$ cat src/rtl/ev20_pkg.sv
// ----------------------------------------------------------------------------
// ev20_pkg
// Shared definitions for the EV20 fetch front end.
//   ADDR_W          : default program-counter width
//   STACK_DEPTH     : default return-stack depth of the branch/return stage
//   ST_*            : pc_sequencer FSM state encoding
//   FAULT_*         : fault_code values reported by pc_sequencer
// ----------------------------------------------------------------------------
package ev20_pkg;

   localparam int ADDR_W      = 11;
   localparam int STACK_DEPTH = 4;

   localparam logic [1:0] ST_IDLE     = 2'd0;
   localparam logic [1:0] ST_RUN      = 2'd1;
   localparam logic [1:0] ST_WAIT_TGT = 2'd2;
   localparam logic [1:0] ST_FAULT    = 2'd3;

   localparam logic [1:0] FAULT_NONE      = 2'b00;
   localparam logic [1:0] FAULT_OVERFLOW  = 2'b01;
   localparam logic [1:0] FAULT_UNDERFLOW = 2'b10;

endpackage

$ cat src/rtl/pc_sequencer.sv
// ----------------------------------------------------------------------------
// pc_sequencer
// Program-counter sequencer: generates the fetch address, handles absolute
// jumps locally and hands subroutine call/return to the downstream
// branch/return stage, waiting one cycle for its target.
//
// Ports
//   clk        in   rising-edge clock
//   rst_n      in   asynchronous active-low reset
//   hold       in   run-enable (1 = advance, 0 = freeze)
//   branch     in   subroutine-call request
//   ret        in   subroutine-return request
//   jump       in   absolute-jump request
//   jump_addr  in   absolute-jump target
//   target_pc  in   call/return target, valid the cycle after acceptance
//   level      in   current call depth from the branch/return stage
//   pc         out  current fetch address
//   fetch_en   out  pc is a valid fetch this cycle
//   flush      out  discard the instruction fetched the previous cycle
//   fault      out  sticky stack fault
//   fault_code out  00 none, 01 overflow, 10 underflow
// ----------------------------------------------------------------------------
module pc_sequencer #(
   parameter int                ADDR_W       = ev20_pkg::ADDR_W,
   parameter int                STACK_DEPTH  = ev20_pkg::STACK_DEPTH,
   parameter logic [ADDR_W-1:0] RESET_VECTOR = '0
) (
   input  logic              clk,
   input  logic              rst_n,
   input  logic              hold,
   input  logic              branch,
   input  logic              ret,
   input  logic              jump,
   input  logic [ADDR_W-1:0] jump_addr,
   input  logic [ADDR_W-1:0] target_pc,
   input  logic [2:0]        level,
   output logic [ADDR_W-1:0] pc,
   output logic              fetch_en,
   output logic              flush,
   output logic              fault,
   output logic [1:0]        fault_code
);

   import ev20_pkg::*;

   logic [1:0]        state;
   logic [1:0]        state_nx;
   logic [ADDR_W-1:0] pc_nx;
   logic              fetch_nx;
   logic              flush_nx;
   logic              fault_nx;
   logic [1:0]        code_nx;

   // Next-state and next-output logic. fetch_en and flush default low so
   // they are single-cycle unless a request re-asserts them; hold=0 leaves
   // everything else at its current value.
   always_comb begin
      state_nx = state;
      pc_nx    = pc;
      fetch_nx = 1'b0;
      flush_nx = 1'b0;
      fault_nx = fault;
      code_nx  = fault_code;
      if (hold) begin
         case (state)
            ST_IDLE: begin
               // First enabled edge starts fetching at the current pc.
               state_nx = ST_RUN;
               fetch_nx = 1'b1;
            end
            ST_RUN: begin
               // Branch wins over ret when both are raised together.
               if (branch) begin
                  if (int'(level) < STACK_DEPTH) begin
                     state_nx = ST_WAIT_TGT;
                     flush_nx = 1'b1;
                  end else begin
                     state_nx = ST_FAULT;
                     fault_nx = 1'b1;
                     code_nx  = FAULT_OVERFLOW;
                  end
               end else if (ret) begin
                  if (level != 3'd0) begin
                     state_nx = ST_WAIT_TGT;
                     flush_nx = 1'b1;
                  end else begin
                     state_nx = ST_FAULT;
                     fault_nx = 1'b1;
                     code_nx  = FAULT_UNDERFLOW;
                  end
               end else if (jump) begin
                  pc_nx    = jump_addr;
                  fetch_nx = 1'b1;
                  flush_nx = 1'b1;
               end else begin
                  pc_nx    = pc + ADDR_W'(1);
                  fetch_nx = 1'b1;
               end
            end
            ST_WAIT_TGT: begin
               // The branch/return stage presents its target now; any new
               // request in this cycle is dropped.
               state_nx = ST_RUN;
               pc_nx    = target_pc;
               fetch_nx = 1'b1;
            end
            default: begin
               // Fault is absorbing until reset.
               state_nx = ST_FAULT;
            end
         endcase
      end
   end

   // State and registered outputs.
   always_ff @(posedge clk or negedge rst_n) begin
      if (!rst_n) begin
         state      <= ST_IDLE;
         pc         <= RESET_VECTOR;
         fetch_en   <= 1'b0;
         flush      <= 1'b0;
         fault      <= 1'b0;
         fault_code <= FAULT_NONE;
      end else begin
         state      <= state_nx;
         pc         <= pc_nx;
         fetch_en   <= fetch_nx;
         flush      <= flush_nx;
         fault      <= fault_nx;
         fault_code <= code_nx;
      end
   end

endmodule
$ cat config.mk
export PLATFORM = sky130hd
export DESIGN_NAME = pc_sequencer
export DESIGN_NICKNAME = d
export VERILOG_FILES = /design/src/rtl/ev20_pkg.sv /design/src/rtl/pc_sequencer.sv
export SDC_FILE = /design/constraint.sdc
export NUM_CORES = 1
export LEC_CHECK = 0
export BUFFER_PORTS_ARGS = -buffer_cell sky130_fd_sc_hd__buf_2
export CAP_MARGIN = 10
export CORE_UTILIZATION = 40
export CTS_CLUSTER_SIZE = 20
export DETAILED_ROUTE_END_ITERATION = 16
export GPL_TIMING_DRIVEN = 0
export PLACE_DENSITY_LB_ADDON = 0.05
export SLEW_MARGIN = 20
export SYNTH_ARGS = -nofsm -noshare
export SYNTH_HDL_FRONTEND = slang
export SYNTH_SLANG_ARGS = --single-unit
$ cat constraint.sdc
create_clock -name clk -period 1.9 [get_ports clk]
set_clock_uncertainty 0.2 [all_clocks]
set_input_delay 0.38 -clock clk [delete_from_list [all_inputs] [get_ports clk]]
set_output_delay 0.38 -clock clk [all_outputs]
set_load 0.05 [all_outputs]
==> results of run 1 <==
## synth_stat cells
master / number
a211oi_1: 1
a21oi_1: 19
a21oi_2: 1
a31oi_1: 1
and2_1: 1
and3_1: 4
buf_2: 4
buf_4: 1
clkbuf_1: 2
dfrtp_1: 18
ha_1: 1
inv_1: 6
mux2_1: 1
mux2i_1: 2
nand2_1: 9
nand2b_1: 6
nand3_1: 5
nand3b_1: 2
nand4_1: 1
nand4_4: 1
nor2_1: 8
nor2b_1: 3
nor3_1: 7
nor4_1: 2
nor4b_4: 1
o21a_1: 6
o21a_2: 1
o21ai_0: 5
o21ai_1: 6
o21ai_2: 1
o311ai_2: 1
o31a_1: 2
o31ai_1: 5
o31ai_2: 1
or2_2: 1
xnor2_1: 3
## power by group
| part | total [mW] | switching, mW | internal, mW |
|---|---|---|---|
| registers | 0.708 | 0.192 | 0.516 |
| logic | 1.00 | 0.701 | 0.301 |
| clock network | 0.247 | 0.130 | 0.117 |
| total | 1.96 | 1.02 | 0.934 |
## stage by stage
stage	util	hold WS [ns]	power [mW]	area [um^2]	instances
2_1_floorplan	-	-0.116	1.47	1200	139
3_3_place_gp	0.525	0.145	1.71	1460	215
3_5_place_dp	0.525	0.152	1.73	1460	215
4_1_cts	0.542	0.109	1.98	1510	220
5_1_grt	0.542	0.105	2.08	1510	220
6_report	0.542	0.114	1.96	1510	220
## how the worst max path moves through the flow
stage / start / to / slack, ns / cells past startpoint
after floorplan: pc[3] / pc[9] / 0.002 / 4
after global placement: level[2] / fault_code[0] / 0.12 / 5
after detailed placement: level[2] / fault_code[0] / 0.04 / 5
after CTS: pc[0] / pc[10] / 0.17 / 5
after global routing: pc[0] / pc[10] / 0.05 / 5
final: pc[0] / pc[10] / 0.19 / 5
## worst min-delay path, stage by stage
cell and delay [ns]:
buf_2 0.10, nand2_1 0.05, a31oi_1 0.07
## area by class of cell
class                   count  area [um^2]  area share
inverters                   6         22.5      0.0150
clock buffers               4         36.3      0.0241
multi-input cells         108          686       0.455
repair buffers             46          235       0.156
flip-flops and latches     18          453       0.301
plain buffers               7         35.0      0.0233
well taps                  31         38.8      0.0257
## flip-flops by register name, summed over array words and instances, names as in the netlist
signal      cells
flush           1
fault_code      2
pc             11
fault           1
state           2
fetch_en        1
## cells by family after synthesis
family / synth area share
DFF: 0.377
muxes: 0.0262
xor gates and xnor gates: 0.0220
AOI/OAI and AO/OA: 0.267
adders and majority gates: 0.0105
and+or+nand+nor: 0.248
buffers and inverters: 0.0482
## per-layer routing
| metal | routed length, um | global-route usage | vias to the layer above |
|---|---|---|---|
| met5 | 0 | 0 | - |
| met1 | 1320 | 0.259 | 566 |
| met2 | 1470 | 0.329 | 28 |
| met3 | 125 | 0.0461 | 2 |
| li1 | - | - | 603 |
| met4 | 17 | 0.0314 | 0 |
## what timing repair did
item,4_1_cts,5_1_grt
hold endpoints to repair,18,0
resized for setup,0,0
hold buffers,1,0
## cell usage in the layout (no fill, tap or decap), types with 4 or more instances in the layout
cell and instances:
a21oi_1 19, and3_1 4, buf_2 49, dfrtp_1 16, inv_1 6, nand2_1 9
nand2b_1 6, nand3_1 5, nor2_1 8, nor3_1 7, o21a_1 6, o21ai_0 5
o21ai_1 6, o31ai_1 5
==> results.yml, run 1 <==
clock_network:
  cts_sinks: 18
  post_cts_buffers: 0
  cts_root_buf: "clkbuf_4"
  cts_inserted_buffers: 3
  clock_path_buffers: 2
  clk_latency_ns: 0.30
  clk_pin_slew_ns: 0.12
  htree_levels: 1
  cts_tree: "done"
logic_synthesis:
  syn_area_um2: 1190
  syn_area_per_cell_um2: 8.59
  synth_area_leaders: "dfrtp_1 (38%), a21oi_1 (8.0%), o21a_1 (3.8%), nand2b_1 (3.1%), o31ai_1 (3.1%)"
  yosysUniqueCellTypes: 36
  synth-seq-cells: 18
  yosysTopAreaCell: "dfrtp_1"
  synth_nets: 171
  synthCells: 139
  synth_warnings: 0
  seq_area_frac_synth: 0.377
  synth_top_area_frac: 0.377
setup_path:
  cp_slowest_cell: "dfrtp_2"
  cp.required_ns: 1.90
  crit_family: "compound AO/OA/AOI/OAI gates"
  rr_endpoint: "pc[10]"
  ff2ff_path_depth: 5
  cpPeakStageDelay_ns: 0.45
  cp-end-kind: "register"
  worstPathCellList: "ha_1 > inv_1 > o31a_1 > o31ai_2 > o21ai_1"
  cp-start-kind: "register"
  reg2reg_slack_ns: 0.19
  crit_arrival_ns: 1.71
  reg2reg_from: "pc[0]"
  crit_type: "reg2reg"
  worst-path-buf-inv: 1
  path_max_fanout: 8
grt:
  grt_pass1_vias: 1092
  grt_max_degree: 19
  antenna_found_initial: 0
  globalRouteOverflowTotal: 0
  grt_usage: 0.196
  grt_pass1_wl_mm: 4.91
hold_path:
  hp-start: "target_pc[2]"
  min_path_type: "in2reg"
  hold_depth: 3
  holdPathEnd: "pc[2]"
place:
  io_buffer_count: 45
  hpwl_mm: 2.21
  gp_congestion: 0.836
  dp_slack_ns: 0.0415
die:
  row_count: 19
  dieHeight_um: 56.6
  core_um2: 2780
  die_width_um: 56.6
  start_util: 0.429
  ios: 47
  dieArea_um2: 3210
outcome:
  outcome: "completed"
timing:
  timing.final.ws_setup_ns: 0.194
  hold_viol: 0
  fin_crit_ns: 1.71
  fin_setup_tns_ns: 0
  tightest_slew_ns: 0.509
  rsz0062_at_grt: "false"
  finalCritPeriodShare: 0.898
  fmaxAchievable_ghz: 0.586
  slew_violations: 0
  maxSlewHeadroom: 0.661
  setup_viol: 0
route:
  via_per_inst: 5.45
  drc: 0
  drt_pass1_iterations: 4
  wl_mm: 2.93
  drt_iter0_drc: 40
  routedWlPerCell_um: 13.3
  dr_total_vias: 1199
  final_antenna_net_count: 0
final_layout:
  area_growth_pct: 26.2
  num-fill-cells: 270
  drive_above_1_share: 0.339
  antenna_cells: 0
  nNetsFinal: 222
pwr:
  worst_ir_drop_vdd_uv: 979
  leakage_nw: 0.697
  p_per_area_nw_per_um2: 1300
job:
  max_cap_violations: 0
(Power assumes the default switching activity.)
==> run 2: changes to the inputs <==
- CELL_PAD_IN_SITES_DETAIL_PLACEMENT: not set -> 1
- CELL_PAD_IN_SITES_GLOBAL_PLACEMENT: not set -> 1
- CORE_UTILIZATION: 40 -> 34
==> results.yml, run 2 (synthesis gave the netlist of run 1 again) <==
outcome:
  outcome: "completed"
timing:
  setup_viol: 0
  hold_viol: 0
  slew_violations: 0
  maxSlewHeadroom: 0.639
  fin_crit_ns: 1.74
  rsz0062_at_grt: "false"
  finalCritPeriodShare: 0.918
  fmaxAchievable_ghz: 0.573
  fin_setup_tns_ns: 0
  tightest_slew_ns: 0.542
route:
  drc: 0
  drt_iter0_drc: 28
  via_per_inst: 5.11
  wl_mm: 3.51
  final_antenna_net_count: 0
  routedWlPerCell_um: 14.9
  dr_total_vias: 1200
  drt_pass1_iterations: 4
clock_network:
  htree_levels: 1
  cts_sinks: 18
  cts_inserted_buffers: 3
  clk_pin_slew_ns: 0.11
  post_cts_buffers: 0
  clk_latency_ns: 0.30
  cts_tree: "done"
  cts_root_buf: "clkbuf_4"
  clock_path_buffers: 2
final_layout:
  area_growth_pct: 27.8
  layout_common_cells: "buf_2 (49), a21oi_1 (19), dfrtp_1 (16), nand2_1 (9), nor2_1 (8)"
  top_register: "pc"
  final_common_cell: "buf_2"
  antenna_cells: 0
  drive_above_1_share: 0.339
  instances_no_fill: 235
  largest_reg_flops: 11
  finalInstanceArea_um2: 1530
  top_regs: "pc (11), fault_code (2), state (2)"
  nNetsFinal: 222
place:
  numPlacedInstances: 230
  placed_area_um2: 1480
  hpwl_mm: 2.69
  io_buffer_count: 45
  gp_congestion: 0.814
grt:
  grt_pass1_wl_mm: 5.69
  grt_pass1_vias: 1230
  grt_usage: 0.211
  globalRouteOverflowTotal: 0
  antenna_found_initial: 0
  grt_max_degree: 19
pwr:
  worst_ir_drop_vdd_uv: 550
  p_per_area_nw_per_um2: 1300
  leakage_nw: 0.697
die:
  die_width_um: 61.3
  dieHeight_um: 61.3
  ios: 47
  start_util: 0.358
  row_count: 21
  core_um2: 3340
  dieArea_um2: 3750
setup_path:
  rr_endpoint: "pc[10]"
  path_max_fanout: 8
  cpPeakStageDelay_ns: 0.45
  cp_slowest_cell: "dfrtp_2"
  cp.required_ns: 1.90
  crit_family: "compound AO/OA/AOI/OAI gates"
  worst-path-buf-inv: 1
  cp-endpoint: "pc[10]"
  cp-startpoint: "pc[0]"
  crit_cells: 5
  reg2reg_slack_ns: 0.16
  cp-end-kind: "register"
  cp-start-kind: "register"
  worstPathCellList: "ha_1 > inv_1 > o31a_1 > o31ai_2 > o21ai_1"
  crit_type: "reg2reg"
  crit_arrival_ns: 1.74
  ff2ff_path_depth: 5
  reg2reg_from: "pc[0]"
job:
  max_cap_violations: 0
hold_path:
  min_path_type: "in2reg"
## run 2: layout make-up
cell class	count	area [um^2]
fillers	445	1810
inverters	6	22.5
flip-flops and latches	18	453
well taps	46	57.6
clock buffers	4	36.3
repair buffers	46	235
plain buffers	7	35.0
multi-input cells	108	686
## run 2: worst min path at each step
| stage | start | end | slack, ns | cells past startpoint |
|---|---|---|---|---|
| 6_report | target_pc[2] | pc[2] | 0.15 | 3 |
| 4_1_cts | target_pc[2] | pc[2] | 0.14 | 3 |
| 2_1_floorplan | rst_n | fault | -0.12 | 0 |
| 3_3_place_gp | rst_n | pc[10] | 0.15 | 1 |
| 3_5_place_dp | rst_n | pc[10] | 0.16 | 1 |
| 5_1_grt | target_pc[2] | pc[2] | 0.15 | 3 |
## run 2: worst register-to-register path, stage by stage (launching register included)
cell and delay (ns):
dfrtp_2 0.45, ha_1 0.27, inv_1 0.11, o31a_1 0.31, o31ai_2 0.22, o21ai_1 0.08
## run 2: where the power goes
part           internal, mW  switching [mW]
clock network         0.117           0.128
logic                 0.302           0.718
registers             0.516           0.206
## run 2: metrics by stage
step	total power, mW	utilization	hold WS [ns]	setup WS (ns)
2_1_floorplan	1.47	-	-0.116	0.00197
6_report	1.99	0.457	0.149	0.156
3_5_place_dp	1.76	0.443	0.159	0.0484
3_3_place_gp	1.71	0.443	0.153	0.108
5_1_grt	2.13	0.457	0.151	0.0237
4_1_cts	2.01	0.457	0.139	0.135
## run 2: repair_timing
item / CTS / global route
endpoints found under the hold margin: 18 / 0
hold buffers: 1 / 0
resized for setup: 0 / 0
## run 2: per-layer routing
metal,part of all wire,GRT usage,vias to the layer above
met4,0.0091,0.0682,0
met2,0.51,0.379,30
met1,0.44,0.259,564
met5,0,0,-
met3,0.039,0.0273,4
li1,-,-,602
==> run 3: changes to the inputs <==
- GPL_TIMING_DRIVEN: 0 -> not set
==> results.yml, run 3 (synthesis gave the netlist of run 1 again) <==
setup_path:
  reg2reg_from: "pc[0]"
  cp-start-kind: "register"
  cp.required_ns: 1.89
  cpPeakStageDelay_ns: 0.47
  worst-path-buf-inv: 1
  reg2reg_slack_ns: 0.10
  path_max_fanout: 8
  cp_slowest_cell: "dfrtp_2"
  crit_arrival_ns: 1.79
  ff2ff_path_depth: 5
  crit_family: "compound AO/OA/AOI/OAI gates"
  rr_endpoint: "pc[10]"
  cp-end-kind: "register"
  worstPathCellList: "ha_2 > inv_1 > o31a_1 > o31ai_2 > o21ai_1"
  crit_type: "reg2reg"
pwr:
  worst_ir_drop_vdd_uv: 485
  p_per_area_nw_per_um2: 1320
  leakage_nw: 0.692
  power_mw: 2.02
die:
  start_util: 0.358
  dieHeight_um: 61.3
  die_width_um: 61.3
  dieArea_um2: 3750
  row_count: 21
  ios: 47
  core_um2: 3340
outcome:
  outcome: "completed"
timing:
  fmaxAchievable_ghz: 0.556
  maxSlewHeadroom: 0.706
  slew_violations: 0
  hold_viol: 0
  holdWs_ns: 0.139
  finalCritPeriodShare: 0.947
  fin_crit_ns: 1.80
  fin_setup_tns_ns: 0
  rsz0062_at_grt: "false"
  tightest_slew_ns: 0.441
  timing.final.ws_setup_ns: 0.101
  setup_viol: 0
grt:
  globalRouteOverflowTotal: 0
  grt_max_degree: 23
  grt_usage: 0.208
  antenna_found_initial: 0
  grt_pass1_vias: 1159
  grt_pass1_wl_mm: 5.64
final_layout:
  top_regs: "pc (11), fault_code (2), state (2)"
  layout_common_cells: "buf_2 (46), a21oi_1 (19), dfrtp_1 (16), nand2_1 (9), nor2_1 (8)"
  antenna_cells: 0
  nNetsFinal: 220
  num-fill-cells: 433
  largest_reg_flops: 11
  final_common_cell: "buf_2"
  top_register: "pc"
  drive_above_1_share: 0.348
  area_growth_pct: 28.0
clock_network:
  cts_tree: "done"
  post_cts_buffers: 0
  clk_latency_ns: 0.30
  cts_root_buf: "clkbuf_4"
  cts_sinks: 18
  clock_path_buffers: 2
  cts_inserted_buffers: 3
  clk_pin_slew_ns: 0.11
  htree_levels: 1
job:
  max_cap_violations: 0
route:
  wl_mm: 3.51
  routedWlPerCell_um: 15.1
  drt_iter0_drc: 57
  dr_total_vias: 1214
  drc: 0
  via_per_inst: 5.21
  final_antenna_net_count: 0
  drt_pass1_iterations: 4
place:
  hpwl_mm: 2.65
  io_buffer_count: 46
  dp_slack_ns: 0.0453
  gp_congestion: 0.781
hold_path:
  hold_depth: 3
  hp-start: "target_pc[2]"
  holdPathEnd: "pc[2]"
  min_path_type: "in2reg"
run 3: layout make-up:
cell class | instances | area [um^2] | share of cell area
inverter | 6 | 22.5 | 0.0147
sequential | 18 | 453 | 0.296
clock buffer | 4 | 36.3 | 0.0238
timing repair buffer | 51 | 270 | 0.177
multi-input combinational | 108 | 688 | 0.450
tap | 46 | 57.6 | 0.0377
run 3: power by group:
part | total, mW | switching [mW] | internal [mW]
registers | 0.715 | 0.199 | 0.516
clock network | 0.243 | 0.127 | 0.117
logic | 1.06 | 0.743 | 0.316
run 3: routing by layer:
layer / wire [um] / vias up / part of all wire / global-route usage
met5: 0 / - / 0 / 0
met4: 19 / 0 / 0.0054 / 0.0714
met3: 108 / 2 / 0.031 / 0.0294
met2: 1690 / 29 / 0.48 / 0.340
met1: 1690 / 580 / 0.48 / 0.282
li1: - / 603 / - / -
run 3: what timing repair did:
action | in CTS | in global routing
hold buffers | 1 | 0
resized for setup | 0 | 1
endpoints found under the setup margin | 0 | 1
hold endpoints to repair | 18 | 0
run 3: worst max-delay path by stage:
stage	startpoint	end	depth (start not counted)
CTS	pc[0]	pc[10]	5
floorplan	pc[3]	pc[9]	4
detailed placement	pc[0]	pc[10]	5
global placement	pc[0]	pc[10]	5
finish	pc[0]	pc[10]	5
global route	pc[0]	pc[10]	5
run 3: metrics by stage:
stage | instances | util | cell area (um^2)
after global placement | 228 | 0.443 | 1480
after detailed placement | 228 | 0.443 | 1480
final | 233 | 0.458 | 1530
after CTS | 233 | 0.457 | 1530
after floorplan | 139 | - | 1200
after global routing | 233 | 0.458 | 1530
run 3: worst reg2reg max path, stage by stage, from the launching register on:
cell and delay, ns:
dfrtp_2 0.47, ha_2 0.27, inv_1 0.10, o31a_1 0.31, o31ai_2 0.25, o21ai_1 0.09
